### src/rtl/vcache_req_latency_monitor_if.sv
// Observed request/response handshake of one vcache plus the shared cycle counter.
// Only the monitor's own outputs are left out; the monitor never drives any of these.
interface vcache_req_latency_monitor_if;
    logic        v_i;
    logic        ready_o;
    logic        v_o;
    logic        yumi_i;
    logic [31:0] global_ctr_i;

    modport master (output v_i, ready_o, v_o, yumi_i, global_ctr_i);
    modport slave  (input  v_i, ready_o, v_o, yumi_i, global_ctr_i);
endinterface

### src/rtl/vcache_req_latency_monitor.sv
// Passive vcache request latency monitor: timestamps accepted requests in an in-order FIFO,
// retires them on response and keeps counts, stalls, total/max latency and a snapshot copy.
module vcache_req_latency_monitor #(
    parameter int data_width_p = 32,
    parameter int max_out_p    = 4,
    parameter int ctr_width_p  = 32
) (
    input  logic                            clk_i,
    input  logic                            reset_n_i,
    vcache_req_latency_monitor_if.slave     mon,
    input  logic                            snap_v_i,
    input  logic [data_width_p-1:0]         snap_tag_i,
    output logic                            snap_v_o,
    output logic [data_width_p-1:0]         snap_tag_o,
    output logic [ctr_width_p-1:0]          req_count_o,
    output logic [ctr_width_p-1:0]          resp_count_o,
    output logic [ctr_width_p-1:0]          stall_count_o,
    output logic [ctr_width_p-1:0]          total_lat_o,
    output logic [ctr_width_p-1:0]          max_lat_o,
    output logic [$clog2(max_out_p):0]      outstanding_o,
    output logic                            overflow_o,
    output logic                            underflow_o
);

    localparam int ptr_width_lp = $clog2(max_out_p);
    localparam int occ_width_lp = ptr_width_lp + 1;

    localparam logic [ptr_width_lp-1:0] ptr_one_lp  = ptr_width_lp'(1'b1);
    localparam logic [occ_width_lp-1:0] occ_one_lp  = occ_width_lp'(1'b1);
    localparam logic [occ_width_lp-1:0] occ_zero_lp = {occ_width_lp{1'b0}};
    localparam logic [occ_width_lp-1:0] occ_full_lp = occ_width_lp'(max_out_p);
    localparam logic [ctr_width_p-1:0]  ctr_one_lp  = ctr_width_p'(1'b1);
    localparam logic [ctr_width_p-1:0]  ctr_ones_lp = {ctr_width_p{1'b1}};
    localparam logic [ctr_width_p-1:0]  ctr_zero_lp = {ctr_width_p{1'b0}};

    // live state
    logic [31:0]             ts_mem_r [max_out_p];
    logic [ptr_width_lp-1:0] head_r, tail_r;
    logic [occ_width_lp-1:0] occ_r;
    logic [ctr_width_p-1:0]  req_r, resp_r, stall_r, total_r, max_r;
    logic                    ovf_r, unf_r;

    // snapshot state
    logic                    snap_v_r;
    logic [data_width_p-1:0] snap_tag_r;
    logic [ctr_width_p-1:0]  snap_req_r, snap_resp_r, snap_stall_r, snap_total_r, snap_max_r;

    // combinational decode
    logic                    accept_s, respond_s, stall_s;
    logic                    full_s, empty_s, push_s, pop_s;
    logic [31:0]             head_ts_s, lat_wide_s;
    logic [ctr_width_p-1:0]  lat_s;
    logic [ctr_width_p:0]    lat_sum_s;

    // next-state values
    logic [ptr_width_lp-1:0] head_next_s, tail_next_s;
    logic [occ_width_lp-1:0] occ_next_s;
    logic [ctr_width_p-1:0]  req_next_s, resp_next_s, stall_next_s, total_next_s, max_next_s;
    logic                    ovf_next_s, unf_next_s;

    // Handshake decode and head-entry latency; modulo-2^32 subtraction handles counter wrap.
    always_comb begin
        accept_s   = mon.v_i & mon.ready_o;
        respond_s  = mon.v_o & mon.yumi_i;
        stall_s    = mon.v_i & ~mon.ready_o;
        full_s     = (occ_r == occ_full_lp);
        empty_s    = (occ_r == occ_zero_lp);
        pop_s      = respond_s & ~empty_s;
        // a full FIFO still takes the push when the head leaves in the same cycle
        push_s     = accept_s & (~full_s | respond_s);
        head_ts_s  = ts_mem_r[head_r];
        lat_wide_s = mon.global_ctr_i - head_ts_s;
        lat_s      = ctr_width_p'(lat_wide_s);
        lat_sum_s  = {1'b0, total_r} + {1'b0, lat_s};
    end

    // Next values of pointers, occupancy, counters and sticky flags.
    always_comb begin
        head_next_s  = head_r;
        tail_next_s  = tail_r;
        occ_next_s   = occ_r;
        req_next_s   = req_r;
        resp_next_s  = resp_r;
        stall_next_s = stall_r;
        total_next_s = total_r;
        max_next_s   = max_r;
        ovf_next_s   = ovf_r;
        unf_next_s   = unf_r;

        if (push_s) begin
            tail_next_s = tail_r + ptr_one_lp;
        end else begin
            tail_next_s = tail_r;
        end

        if (pop_s) begin
            head_next_s = head_r + ptr_one_lp;
        end else begin
            head_next_s = head_r;
        end

        case ({push_s, pop_s})
            2'b10:   occ_next_s = occ_r + occ_one_lp;
            2'b01:   occ_next_s = occ_r - occ_one_lp;
            default: occ_next_s = occ_r;
        endcase

        if (accept_s) begin
            req_next_s = req_r + ctr_one_lp;
        end else begin
            req_next_s = req_r;
        end

        if (accept_s && !push_s) begin
            ovf_next_s = 1'b1;
        end else begin
            ovf_next_s = ovf_r;
        end

        if (respond_s) begin
            resp_next_s = resp_r + ctr_one_lp;
        end else begin
            resp_next_s = resp_r;
        end

        if (respond_s && empty_s) begin
            unf_next_s = 1'b1;
        end else begin
            unf_next_s = unf_r;
        end

        if (pop_s) begin
            if (lat_sum_s[ctr_width_p]) begin
                total_next_s = ctr_ones_lp;
            end else begin
                total_next_s = lat_sum_s[ctr_width_p-1:0];
            end
            if (lat_s > max_r) begin
                max_next_s = lat_s;
            end else begin
                max_next_s = max_r;
            end
        end else begin
            total_next_s = total_r;
            max_next_s   = max_r;
        end

        if (stall_s && (stall_r != ctr_ones_lp)) begin
            stall_next_s = stall_r + ctr_one_lp;
        end else begin
            stall_next_s = stall_r;
        end
    end

    // Timestamp storage; contents are meaningless outside head..tail so no reset is needed.
    always_ff @(posedge clk_i) begin
        if (push_s) begin
            ts_mem_r[tail_r] <= mon.global_ctr_i;
        end
    end

    // Live counters, FIFO pointers and sticky flags.
    always_ff @(posedge clk_i or negedge reset_n_i) begin
        if (!reset_n_i) begin
            head_r  <= {ptr_width_lp{1'b0}};
            tail_r  <= {ptr_width_lp{1'b0}};
            occ_r   <= occ_zero_lp;
            req_r   <= ctr_zero_lp;
            resp_r  <= ctr_zero_lp;
            stall_r <= ctr_zero_lp;
            total_r <= ctr_zero_lp;
            max_r   <= ctr_zero_lp;
            ovf_r   <= 1'b0;
            unf_r   <= 1'b0;
        end else begin
            head_r  <= head_next_s;
            tail_r  <= tail_next_s;
            occ_r   <= occ_next_s;
            req_r   <= req_next_s;
            resp_r  <= resp_next_s;
            stall_r <= stall_next_s;
            total_r <= total_next_s;
            max_r   <= max_next_s;
            ovf_r   <= ovf_next_s;
            unf_r   <= unf_next_s;
        end
    end

    // Snapshot copies the pre-edge live values, so this edge's events show up in the next one.
    always_ff @(posedge clk_i or negedge reset_n_i) begin
        if (!reset_n_i) begin
            snap_v_r     <= 1'b0;
            snap_tag_r   <= {data_width_p{1'b0}};
            snap_req_r   <= ctr_zero_lp;
            snap_resp_r  <= ctr_zero_lp;
            snap_stall_r <= ctr_zero_lp;
            snap_total_r <= ctr_zero_lp;
            snap_max_r   <= ctr_zero_lp;
        end else begin
            snap_v_r <= snap_v_i;
            if (snap_v_i) begin
                snap_tag_r   <= snap_tag_i;
                snap_req_r   <= req_r;
                snap_resp_r  <= resp_r;
                snap_stall_r <= stall_r;
                snap_total_r <= total_r;
                snap_max_r   <= max_r;
            end
        end
    end

    assign snap_v_o      = snap_v_r;
    assign snap_tag_o    = snap_tag_r;
    assign req_count_o   = snap_req_r;
    assign resp_count_o  = snap_resp_r;
    assign stall_count_o = snap_stall_r;
    assign total_lat_o   = snap_total_r;
    assign max_lat_o     = snap_max_r;
    assign outstanding_o = occ_r;
    assign overflow_o    = ovf_r;
    assign underflow_o   = unf_r;

endmodule

### src/flat_wrapper.sv
// flat-port wrapper written by rule: the top's interface ports become plain ports
module vcache_req_latency_monitor_flat 
#(
    parameter int data_width_p = 32,
    parameter int max_out_p    = 4,
    parameter int ctr_width_p  = 32
)
  (clk_i, reset_n_i, snap_v_i, snap_tag_i, snap_v_o, snap_tag_o, req_count_o, resp_count_o, stall_count_o, total_lat_o, max_lat_o, outstanding_o, overflow_o, underflow_o, mon_v_i, mon_ready_o, mon_v_o, mon_yumi_i, mon_global_ctr_i);
  vcache_req_latency_monitor_if mon_i ();
  input  logic clk_i;
  input  logic reset_n_i;
  input  logic snap_v_i;
  input  logic [data_width_p-1:0] snap_tag_i;
  output logic snap_v_o;
  output logic [data_width_p-1:0] snap_tag_o;
  output logic [ctr_width_p-1:0] req_count_o;
  output logic [ctr_width_p-1:0] resp_count_o;
  output logic [ctr_width_p-1:0] stall_count_o;
  output logic [ctr_width_p-1:0] total_lat_o;
  output logic [ctr_width_p-1:0] max_lat_o;
  output logic [$clog2(max_out_p):0] outstanding_o;
  output logic overflow_o;
  output logic underflow_o;
  input wire logic [$bits(mon_i.v_i)-1:0] mon_v_i;
  input wire logic [$bits(mon_i.ready_o)-1:0] mon_ready_o;
  input wire logic [$bits(mon_i.v_o)-1:0] mon_v_o;
  input wire logic [$bits(mon_i.yumi_i)-1:0] mon_yumi_i;
  input wire logic [$bits(mon_i.global_ctr_i)-1:0] mon_global_ctr_i;
  assign mon_i.v_i = mon_v_i;
  assign mon_i.ready_o = mon_ready_o;
  assign mon_i.v_o = mon_v_o;
  assign mon_i.yumi_i = mon_yumi_i;
  assign mon_i.global_ctr_i = mon_global_ctr_i;
  vcache_req_latency_monitor #(.data_width_p(data_width_p), .max_out_p(max_out_p), .ctr_width_p(ctr_width_p)) u_core (.clk_i(clk_i), .reset_n_i(reset_n_i), .mon(mon_i), .snap_v_i(snap_v_i), .snap_tag_i(snap_tag_i), .snap_v_o(snap_v_o), .snap_tag_o(snap_tag_o), .req_count_o(req_count_o), .resp_count_o(resp_count_o), .stall_count_o(stall_count_o), .total_lat_o(total_lat_o), .max_lat_o(max_lat_o), .outstanding_o(outstanding_o), .overflow_o(overflow_o), .underflow_o(underflow_o));
endmodule
### config.mk
export PLATFORM = sky130hd
export DESIGN_NAME = vcache_req_latency_monitor_flat
export DESIGN_NICKNAME = d
export VERILOG_FILES = /design/src/rtl/vcache_req_latency_monitor_if.sv /design/src/rtl/vcache_req_latency_monitor.sv /design/src/flat_wrapper.sv
export SDC_FILE = /design/constraint.sdc
export NUM_CORES = 1
export LEC_CHECK = 0
export CORE_ASPECT_RATIO = 0.7
export CORE_MARGIN = 2
export CORE_UTILIZATION = 40
export DETAILED_ROUTE_END_ITERATION = 7
export PLACE_DENSITY = 0.66
export SLEW_MARGIN = 0
export SYNTH_ARGS = -nofsm -noshare
export SYNTH_HDL_FRONTEND = slang
export SYNTH_SLANG_ARGS = --single-unit
export TNS_END_PERCENT = 50
### constraint.sdc
create_clock -name clk_i -period 6.15 [get_ports clk_i]
set_clock_uncertainty 0.1 [all_clocks]
set_input_delay 1.23 -clock clk_i [delete_from_list [all_inputs] [get_ports clk_i]]
set_output_delay 1.23 -clock clk_i [all_outputs]
set_load 0.01 [all_outputs]
==> results.yml <==
timing:
  finalCritPeriodShare: 0.953
  report.final.hold_viol_count: 0
  slew-limit-headroom: 0.357
  fin_worst_hold_slack_ps: 362
  report.final.slew_viol_count: 0
  grt_setup_unrepaired: "false"
  final_setup_vio_count: 0
  period_minus_slack_ps: 5860
  slew_of_the_pin_with_the_lowest_slew_margin_ps: 965
  post-route-worst-setup-slack_ps: 291
  maxClockFrequency_mhz: 171
logic_synthesis:
  synth.lib_cells_used.distinct: 71
  synthesis.area_per_instance_um2: 13.1
  synth-simple-area-share: 0.0772
  count_of_synthesis_stage_warnings_from_yosys: 0
  ys_dominant_reg_cell: "dfrtp_1"
  synthesis.nets: 1929
  synth-seq-area-share: 0.564
  post_synth_inst_count: 1752
  synth-compound-area-share: 0.0760
  main_combinational_cell_family_by_area_after_synthesis: "multiplexers"
  asr_flop_ratio_synth: 0.739
  flip_flop_and_latch_count_after_synthesis: 490
  synth-edff-count: 128
  post_synth_fa_ha_maj_area_fraction: 0.0589
  netlist_area_um2: 22900
  synth_area_in_xor_xnor: 0.0563
  synth.area.mux_share: 0.143
global_routing:
  pin_count_of_the_biggest_net_entering_global_routing: 134
  globalRouteOverflowTotal: 0
  antenna_violations_before_repair: 0
  number_of_global_route_vias_before_repair: 15300
  grt.total_usage: 0.180
  wire_length_of_the_first_global_routing_pass_um: 85000
worst_setup_path:
  critical_path_peak_fanout: 5
  end_kind: "register"
  worstSetupPathType: "in -> reg"
  timing.critical_path.arrival_ps: 6230
  worst_ep_required_time_ps: 6520
  sequence_of_cells_on_the_critical_path: "clkdlybuf4s50_1 > inv_1 > ha_1 > inv_1 > fa_1 > a21o_1 > a221oi_2 > buf_4 > o21bai_1 > a21oi_1 > o21bai_1 > a21oi_1 > xnor2_1 > ha_1 > nand3_1 > buf_4 > nor2_1 > o2111ai_1 > a2111oi_2 > buf_4 > o31ai_1 > or3_1 > o211a_1 > o22a_1"
  startpoint_type: "primary input"
  timing.critical_path.slowest_stage_cell: "a2111oi_2"
  critPathMaxStageDelay_ps: 550
  critical-path-top-cell-by-count: "buf_4"
drt:
  vias_per_cell: 5.19
  post-route-drc-count: 0
  drt-wirelength-per-cell_um: 18.4
  routed-via-count: 15200
  first_iter_violations: 967
  antenna_left: 0
  detail_route.first_pass.iterations: 7
  finalWirelength_um: 53600
clocking:
  cts_max_level: 2
  cts_resized: 0
  cts_setup_buffers: 0
  worst_skew_pair.late_latency_ps: 600
  clock_tree.buffer_depth: 3
  tritoncts_num_sinks: 490
  clock_buffer_count_from_cts: 50
  tritoncts: "built"
  cts_root_buffer: "clkbuf_16"
  ctsHoldBuffers: 0
  cts.clk_slew.worst_paths_ps: 60
finish:
  final_cells: 2920
  post-route-util: 0.510
  design.final.nets: 2306
  most_frequent_cells_in_the_layout: "dfrtp_1 (361), clkdlybuf4s50_1 (266), mux2_2 (224), edfxtp_1 (128), buf_4 (106)"
  antenna_cells: 0
  final_layout_size_suffix_gt1_frac: 0.218
  layout.cells.most_common: "dfrtp_1"
  area.growth.synth_to_final_pct: 26.2
  filler_cell_count: 4880
power_and_ir_drop:
  total_power_mw: 16.6
  total_leakage_power_nw: 12.3
  power_density_nw_per_um2: 575
  worst_ir_drop_vdd_mv: 0.312
die:
  fp.dieH_um: 204
  start_util: 0.404
  die_w_um: 290
  pin_count: 269
  rows: 73
  fp.coreArea_um2: 56600
  die-area_um2: 59200
place:
  finalWeightedCongestion: 0.861
  placedCellCount: 2827
  buffer_ports.inserted: 268
  dpl_worst_slack_ps: -301
  dpl.hpwl_um: 38400
worst_hold_path:
  holdCritPathClass: "reg -> reg"
run_status:
  outcome: "finished clean"
job:
  drv.max_cap_violation_count: 0
report_power, final:
part | internal (mW) | total, mW | switching (mW)
clock network | 1.76 | 3.06 | 1.31
logic | 4.41 | 9.07 | 4.67
registers | 3.99 | 4.49 | 0.499
synthesized netlist by cell type (all sizes together), types with 10 or more instances:
| master | n | area [um^2] |
|---|---|---|
| mux2 | 224 | 2520 |
| a21oi | 68 | 344 |
| xnor2 | 95 | 832 |
| o22a | 27 | 236 |
| and3 | 21 | 131 |
| ha | 103 | 1290 |
| buf | 10 | 46.3 |
| xor2 | 52 | 455 |
| nor2 | 63 | 236 |
| nand4 | 33 | 206 |
| o21ai | 34 | 170 |
| and4 | 10 | 87.6 |
| dfrtp | 362 | 9060 |
| o21a | 10 | 75.1 |
| nor3 | 24 | 120 |
| inv | 95 | 357 |
| mux4 | 32 | 721 |
| clkbuf | 44 | 165 |
| a21o | 27 | 203 |
| and2 | 17 | 108 |
| nand2b | 10 | 62.6 |
| nand2 | 93 | 349 |
| nand3 | 54 | 270 |
| edfxtp | 128 | 3840 |
through the flow:
step,TNS (ps),instance area (um^2)
finish,0,28900
global route,0,28900
CTS,0,28900
detailed placement,-10930,27200
global placement,-3360,27200
floorplan,0,22900
worst max-delay path, delay by kind of cell:
family                     cells  cell delay [ps]
and+or+nand+nor                3              610
buffers and inverters          6             1170
adders and majority gates      3              900
xor gates and xnor gates       1              140
AOI/OAI and AO/OA             11             2180
layout make-up:
| cell class | count | area, um^2 | area share |
|---|---|---|---|
| clock inverters | 24 | 215 | 0.00745 |
| repair buffers | 379 | 3590 | 0.124 |
| inverters | 95 | 357 | 0.0123 |
| clock buffers | 69 | 1460 | 0.0507 |
| flip-flops and latches | 490 | 12900 | 0.447 |
| multi-input cells | 1113 | 9430 | 0.326 |
| well taps | 750 | 938 | 0.0325 |
logic make-up (layout without fill, tap and decap cells):
| logic type | after synthesis | in the layout |
|---|---|---|
| simple gates | 354 | 354 |
| mux | 259 | 259 |
| compound gates | 247 | 247 |
| xor+xnor | 147 | 147 |
| fa+ha+maj | 106 | 106 |
| buf+inv | 149 | 567 |
| flops | 490 | 490 |
registers in the layout, summed over array words and instances (netlist names):
| signal | flops |
|---|---|
| u_core.outstanding_o | 3 |
| u_core.total_lat_o | 32 |
| u_core.overflow_o | 1 |
| u_core.head_r | 2 |
| u_core.ts_mem_r | 128 |
| u_core.total_r | 32 |
| u_core.stall_count_o | 32 |
| u_core.resp_r | 32 |
| u_core.max_lat_o | 32 |
| u_core.req_r | 32 |
| u_core.max_r | 32 |
| u_core.stall_r | 32 |
| u_core.snap_v_o | 1 |
| u_core.underflow_o | 1 |
| u_core.snap_tag_o | 32 |
| u_core.req_count_o | 32 |
| u_core.resp_count_o | 32 |
| u_core.tail_r | 2 |
layer usage:
metal  wire [um]  vias to the layer above  global-route usage
li1            -                     7160                   -
met1       25500                     7618               0.255
met2       24600                      315               0.288
met3        2600                       64              0.0338
met4         937                        0              0.0413
met5           0                        -                   0
path summary, 6_finish.rpt:
check | startpoint | to | slack, ps | depth (start not counted)
max | mon_global_ctr_i[0] | u_core.total_r[30] | 290 | 24
min | u_core.underflow_o | u_core.underflow_o | 360 | 1
max reg2reg | u_core.head_r[0] | u_core.total_r[31] | 330 | 22
min reg2reg | u_core.underflow_o | u_core.underflow_o | 360 | 1
max in group asynchronous | reset_n_i | u_core.head_r[0] | 4110 | 2
min in group asynchronous | reset_n_i | u_core.snap_tag_o[25] | 600 | 1
Note: power is estimated with default switching activity, not from simulation.
